`config.mk`:
```
export PLATFORM = sky130hd
export DESIGN_NAME = sysarray_feed_ctrl
export DESIGN_NICKNAME = d
export VERILOG_FILES = /design/src/rtl/sysarray_feed_ctrl.sv
export SDC_FILE = /design/constraint.sdc
export NUM_CORES = 1
export LEC_CHECK = 0
export ABC_AREA = 1
export CELL_PAD_IN_SITES_DETAIL_PLACEMENT = 0
export CELL_PAD_IN_SITES_GLOBAL_PLACEMENT = 2
export CORE_MARGIN = 5
export CORE_UTILIZATION = 30
export CTS_CLUSTER_DIAMETER = 50
export DETAILED_ROUTE_END_ITERATION = 8
export PLACE_DENSITY = 0.71
export SYNTH_ARGS = -nofsm -noshare
export SYNTH_HDL_FRONTEND = slang
export SYNTH_SLANG_ARGS = --single-unit
```
`constraint.sdc`:
```
create_clock -name clk -period 20.5 [get_ports clk]
set_input_delay 6.15 -clock clk [delete_from_list [all_inputs] [get_ports clk]]
set_output_delay 6.15 -clock clk [all_outputs]
set_load 0.02 [all_outputs]
```
`src/rtl/sysarray_feed_ctrl.sv`:
```
// ---------------------------------------------------------------------------
// sysarray_feed_ctrl
//
// Operand sequencer for the 4x3 sysarray systolic MAC array.  Holds an A
// matrix (4 x K) and a B matrix (K x 3) written through a simple write port.
// A start request clears the array accumulators for one cycle, then streams
// diagonally skewed operands into a1..a4 / b1..b3, feeds zeros while the
// pipeline drains, and pulses done once the array outputs hold C = A x B.
//
// Ports
//   clk, reset         rising-edge clock, asynchronous active-high reset
//   wr_en, wr_sel      operand write strobe; 0 = A store, 1 = B store
//   wr_row, wr_col     A: row i / column k   B: row k / column j
//   wr_data            operand value
//   k_len              inner dimension K, sampled with start
//   start              single-cycle run request
//   busy               high while a run is in progress
//   done               one-cycle pulse when the array results are valid
//   err                one-cycle pulse when a start is rejected (bad K)
//   arr_clr            clears the array accumulators
//   a1..a4, b1..b3     row / column operand feeds
// ---------------------------------------------------------------------------
module sysarray_feed_ctrl #(
    parameter int KMAX      = 8,
    parameter int DW        = 8,
    parameter int DRAIN_CYC = 4
) (
    input  logic                    clk,
    input  logic                    reset,
    input  logic                    wr_en,
    input  logic                    wr_sel,
    input  logic [$clog2(KMAX)-1:0] wr_row,
    input  logic [$clog2(KMAX)-1:0] wr_col,
    input  logic [DW-1:0]           wr_data,
    input  logic [$clog2(KMAX):0]   k_len,
    input  logic                    start,
    output logic                    busy,
    output logic                    done,
    output logic                    err,
    output logic                    arr_clr,
    output logic [DW-1:0]           a1,
    output logic [DW-1:0]           a2,
    output logic [DW-1:0]           a3,
    output logic [DW-1:0]           a4,
    output logic [DW-1:0]           b1,
    output logic [DW-1:0]           b2,
    output logic [DW-1:0]           b3
);

    localparam int AW  = $clog2(KMAX);
    localparam int KW  = AW + 1;
    localparam int SW  = $clog2(KMAX + 3) + 1;
    localparam int DCW = (DRAIN_CYC > 1) ? $clog2(DRAIN_CYC) : 1;

    localparam logic [AW:0]   IDX_LIM  = (AW + 1)'(KMAX);
    localparam logic [AW:0]   A_ROWS   = (AW + 1)'(4);
    localparam logic [AW:0]   B_COLS   = (AW + 1)'(3);
    localparam logic [KW-1:0] K_MAX_V  = KW'(KMAX);
    localparam logic [DCW-1:0] DRAIN_LAST = DCW'(DRAIN_CYC - 1);

    typedef enum logic [2:0] {
        IDLE,
        CLEAR,
        STREAM,
        DRAIN,
        DONE
    } state_t;

    state_t          state_q, state_d;
    logic [SW-1:0]   step_q, step_d;
    logic [DCW-1:0]  drain_q, drain_d;
    logic [KW-1:0]   k_q, k_d;
    logic            busy_q, busy_d;
    logic            done_q, done_d;
    logic            err_q, err_d;
    logic            clr_q, clr_d;
    logic [DW-1:0]   a_feed_q [4];
    logic [DW-1:0]   a_feed_d [4];
    logic [DW-1:0]   b_feed_q [3];
    logic [DW-1:0]   b_feed_d [3];

    logic [DW-1:0]   a_mem_q [4][KMAX];
    logic [DW-1:0]   b_mem_q [KMAX][3];

    logic            a_wr;
    logic            b_wr;
    logic            k_ok;
    logic [SW-1:0]   last_step;
    logic [SW-1:0]   a_diff [4];
    logic [SW-1:0]   b_diff [3];

    // Writes land only while idle so a running sequence always sees a
    // stable operand set; indices outside the physical stores are dropped
    // rather than aliased onto a valid entry.
    always_comb begin
        a_wr = wr_en && (state_q == IDLE) && !wr_sel
               && ({1'b0, wr_row} < A_ROWS) && ({1'b0, wr_row} < IDX_LIM)
               && ({1'b0, wr_col} < IDX_LIM);
        b_wr = wr_en && (state_q == IDLE) && wr_sel
               && ({1'b0, wr_row} < IDX_LIM)
               && ({1'b0, wr_col} < B_COLS) && ({1'b0, wr_col} < IDX_LIM);
    end

    // Operand stores persist across runs and are only cleared by reset.
    always_ff @(posedge clk or posedge reset) begin
        if (reset) begin
            for (int i = 0; i < 4; i++) begin
                for (int k = 0; k < KMAX; k++) begin
                    a_mem_q[i][k] <= '0;
                end
            end
            for (int k = 0; k < KMAX; k++) begin
                for (int j = 0; j < 3; j++) begin
                    b_mem_q[k][j] <= '0;
                end
            end
        end else begin
            if (a_wr) begin
                a_mem_q[wr_row[1:0]][wr_col] <= wr_data;
            end
            if (b_wr) begin
                b_mem_q[wr_row][wr_col[1:0]] <= wr_data;
            end
        end
    end

    // Sequencer next-state logic.  step counts the skewed stream from 0 to
    // K+2 so the last row/column operand (index K-1 delayed by 3) gets out.
    always_comb begin
        state_d   = state_q;
        step_d    = step_q;
        drain_d   = drain_q;
        k_d       = k_q;
        done_d    = 1'b0;
        err_d     = 1'b0;
        clr_d     = 1'b0;
        k_ok      = (k_len != '0) && (k_len <= K_MAX_V);
        last_step = SW'(k_q) + SW'(2);

        case (state_q)
            IDLE: begin
                if (start) begin
                    if (k_ok) begin
                        state_d = CLEAR;
                        k_d     = k_len;
                        clr_d   = 1'b1;
                    end else begin
                        err_d = 1'b1;
                    end
                end
            end
            CLEAR: begin
                state_d = STREAM;
                step_d  = '0;
            end
            STREAM: begin
                if (step_q == last_step) begin
                    state_d = DRAIN;
                    drain_d = DRAIN_LAST;
                end else begin
                    step_d = step_q + SW'(1);
                end
            end
            DRAIN: begin
                if (drain_q == '0) begin
                    state_d = DONE;
                    done_d  = 1'b1;
                end else begin
                    drain_d = drain_q - DCW'(1);
                end
            end
            DONE: begin
                state_d = IDLE;
            end
            default: begin
                state_d = IDLE;
            end
        endcase

        busy_d = (state_d != IDLE);
    end

    // Skewed operand selection for the step about to be presented: row i
    // lags by i cycles, column j lags by j cycles, zero outside 0..K-1.
    always_comb begin
        for (int i = 0; i < 4; i++) begin
            a_diff[i]   = step_d - SW'(i);
            a_feed_d[i] = '0;
            if ((state_d == STREAM) && (step_d >= SW'(i)) && (a_diff[i] < SW'(k_q))) begin
                a_feed_d[i] = a_mem_q[i][a_diff[i][AW-1:0]];
            end
        end
        for (int j = 0; j < 3; j++) begin
            b_diff[j]   = step_d - SW'(j);
            b_feed_d[j] = '0;
            if ((state_d == STREAM) && (step_d >= SW'(j)) && (b_diff[j] < SW'(k_q))) begin
                b_feed_d[j] = b_mem_q[b_diff[j][AW-1:0]][j];
            end
        end
    end

    // Sequencer state and registered outputs.
    always_ff @(posedge clk or posedge reset) begin
        if (reset) begin
            state_q <= IDLE;
            step_q  <= '0;
            drain_q <= '0;
            k_q     <= '0;
            busy_q  <= 1'b0;
            done_q  <= 1'b0;
            err_q   <= 1'b0;
            clr_q   <= 1'b0;
            for (int i = 0; i < 4; i++) begin
                a_feed_q[i] <= '0;
            end
            for (int j = 0; j < 3; j++) begin
                b_feed_q[j] <= '0;
            end
        end else begin
            state_q <= state_d;
            step_q  <= step_d;
            drain_q <= drain_d;
            k_q     <= k_d;
            busy_q  <= busy_d;
            done_q  <= done_d;
            err_q   <= err_d;
            clr_q   <= clr_d;
            for (int i = 0; i < 4; i++) begin
                a_feed_q[i] <= a_feed_d[i];
            end
            for (int j = 0; j < 3; j++) begin
                b_feed_q[j] <= b_feed_d[j];
            end
        end
    end

    assign busy    = busy_q;
    assign done    = done_q;
    assign err     = err_q;
    assign arr_clr = clr_q;
    assign a1      = a_feed_q[0];
    assign a2      = a_feed_q[1];
    assign a3      = a_feed_q[2];
    assign a4      = a_feed_q[3];
    assign b1      = b_feed_q[0];
    assign b2      = b_feed_q[1];
    assign b3      = b_feed_q[2];

endmodule
```
==> metrics.txt <==
Finish-stage setup viols 0; type of origin of the critical path primary input; leakage power figure 13.13 nW; standard cell core area 80290 um^2; critical path's largest stage delay 0.75 ns; multiplexer share of the synthesized area 0%; WL final 74900 um; area grow syn2layout 16.96%; share of final-layout standard cells stronger than drive strength 1 7.541%; result of the run completed; worst hold path cell count 1; number of CTS-inserted buffers 81; clock tree skew after final layout 0.02679 ns; clock input transition at the sequential cells of the worst setup and hold paths 0.06 ns; leading cell type in the layout, fill and taps excluded nand2_1; worst min-delay path endpoint drain_q[0]; mean post-synth cell area 7.956 um^2; commonest register cell after synthesis dfrtp_1; Final HPWL DP 44330 um; Layout Cell Area excl Fill 28340 um^2; number of library cell types mapped by synthesis 38; critical path data required time 20.93 ns; type of the worst setup path in2reg; number of nets in the synthesized netlist 3084; fill cell instance count of the final layout 8307; area fraction of the dominant cell type after synthesis 53.90%; # resized after CTS 0; CTS tree built; Remaining Overflow, GRT 0; reg-to-reg endpoint b2[7]; maximum number of buffers from clock root to sink 3; Horiz. Die Dim 294.2 um; Synth area leader dfrtp_1; # Post-CTS Setup Buffers 0; Power Density 183.2 nW/um^2; cell breakdown of the critical path clkdlybuf4s50_1 > and2_1 > nand4_1 > nor2_1 > nand2_1 > nand2_1 > o21ai_0; average routed wire per standard cell 17.99 um; number of search-and-repair iterations in the first detailed-routing pass 5; via count 19684; cells taking the most area after synthesis dfrtp_1 (54%), nand2_1 (18%), o21ai_0 (11%); compound-cell area share of the yosys netlist 12.00%; clock root cell clkbuf_16; CTS H-tree depth 3; fraction of registers with async set/reset 100.0%; post-placement setup slack 11.57 ns; number of violations of the max-capacitance limit 0; number of cells on the worst reg-to-reg path 16; simple-gate area share of the yosys netlist 26.21%; GRT Overall Usage 17.28%; Die Outline Area 86560 um^2; cell at the slowest stage of the critical path nor2_1; most numerous cell on the critical path nand2_1; clk sink count 522; peak supply drop 0.1211 mV; largest net degree at the start of global routing 174; hold crit path type reg2reg; Worst Tran Pin Value 1.186 ns; Finished Core Util 35.30%; via count of the first global-routing pass 19252; die height 294.2 um; storage element area 13060 um^2; top-level port count 83; Max-Slew Margin vs Limit 20.84%; critical hold path startpoint drain_q[0]; Max Freq 119.2 MHz; wire length of the first global-routing pass 117600 um; final worst path period share 40.91%; XOR/XNOR Fraction of Synth Area 0.3304%; RePlAce Congestion 0.7755; unrepaired setup endpoints after global routing no; final net count 3082; summed instance area of the synthesized netlist 24230 um^2; fraction of the yosys area taken by sequential cells 53.90%; antenna violations before repair 2; top library cells by usage in the layout, fill and taps aside nand2_1 (1183), o21ai_0 (548), dfrtp_1 (522); DRC 0; total inserted antenna cells 0; element type at the critical path end register; FP Rows 104; final worst-path setup slack 12.11 ns; Clock Latency Late Sink 0.61 ns; dominant combinational cell family by area after synthesis simple AND/OR/NAND/NOR gates; combined area of the multi-input logic cells 9542 um^2; final total negative setup slack 0 ns; hold buffers post-CTS 0; Hold Fails Final Rpt 0; CP arrival 8.81 ns; start of the worst register-to-register path k_q[1]; Worst Hold Slack 0.4628 ns; instance count of the mapped netlist 3046; remaining antenna violation count 0; reg-to-reg slack, setup 15.03 ns; First DRT Iteration DRCs 1708; adder and majority gate portion of the synthesized area 0.7745%; fin crit period 8.387 ns; Via density 4.728; number of synthesized register bits 522; count of pins over their slew limit 0; Buffers on Ports 82; Post-synth EDFFs 0; placed inst area 25640 um^2; Max Fanout on Critical Path 16; launching element of the worst setup path wr_en; initial standard-cell utilization of the core 30.18%; YS warnings 0
==> state kept, by name (all words and copies together) (netlist names) <==
signal / count
a_mem_q: 256
b_mem_q: 192
a1: 8
a2: 8
a3: 8
a4: 8
b1: 8
b2: 8
b3: 8
step_q: 5
k_q: 4
state_q: 3
drain_q: 2
arr_clr: 1
busy: 1
done: 1
err: 1
==> final cells by class <==
class	instances	area share [%]
Clock buffer	98	7.659
Clock inverter	44	1.881
Inverter	191	2.560
Multi-Input combinational cell	2146	33.66
Sequential cell	522	46.09
Tap cell	1060	4.679
Timing Repair Buffer	102	3.470
==> synthesized netlist by cell type (2+ instances only) <==
master / instances
nand2_1: 1183
o21ai_0: 548
dfrtp_1: 522
inv_1: 181
nor2_1: 147
nand3_1: 122
clkbuf_1: 113
buf_2: 36
nand3b_1: 22
nor2_2: 22
buf_4: 16
ha_1: 15
nand2_2: 14
o21ai_1: 13
buf_6: 12
nand3_2: 9
nand4_1: 9
a21oi_1: 8
inv_2: 8
clkbuf_2: 6
o211ai_1: 6
nand2_4: 5
xor2_1: 5
nor2_4: 4
nor3_1: 4
buf_1: 3
inv_4: 2
==> critical path, delay by kind of cell <==
kind	cells	cell delay, ns
AOI/OAI and AO/OA	1	0.10
buffers and inverters	1	0.45
and+or+nand+nor	5	2.09
==> metrics by stage <==
stage	power, mW	instances
CTS	5.294	4163
global placement	3.893	4021
detailed placement	3.880	4021
finish	5.193	4163
floorplan	3.094	3046
global route	5.623	4163
==> where the power goes <==
part / switching [mW] / total, mW / internal (mW) / leakage [nW]
Combinational: 1.87 / 2.60 / 0.733 / 4.65
Sequential: 0.0629 / 1.22 / 1.15 / 7.18
Clock: 0.504 / 1.38 / 0.872 / 1.30
==> logic make-up (layout without fill, tap and decap cells) <==
kind of cell / Yosys count / after routing
xor+xnor: 7 / 7
fa+ha+maj: 15 / 15
flops: 522 / 522
buf+inv: 378 / 435
compound gates: 577 / 577
simple gates: 1547 / 1547
==> per-layer routing <==
layer,vias to the layer above,GRT usage [%],part of all wire (%)
met3,79,2.491,4.4
met2,416,27.59,45
met5,-,0,0.036
met1,9520,25.00,49
met4,4,4.060,1.6
li1,9665,-,-
==> worst max-delay path by stage <==
stage	endpoint	depth (start not counted)
6_report	b_mem_q[162]	7
5_1_grt	a_mem_q[154]	4
4_1_cts	b_mem_q[56]	4
3_5_place_dp	b_mem_q[80]	4
3_3_place_gp	b_mem_q[189]	7
2_1_floorplan	a1[0]	1
No activity file was read; power rests on OpenSTA's default activity.
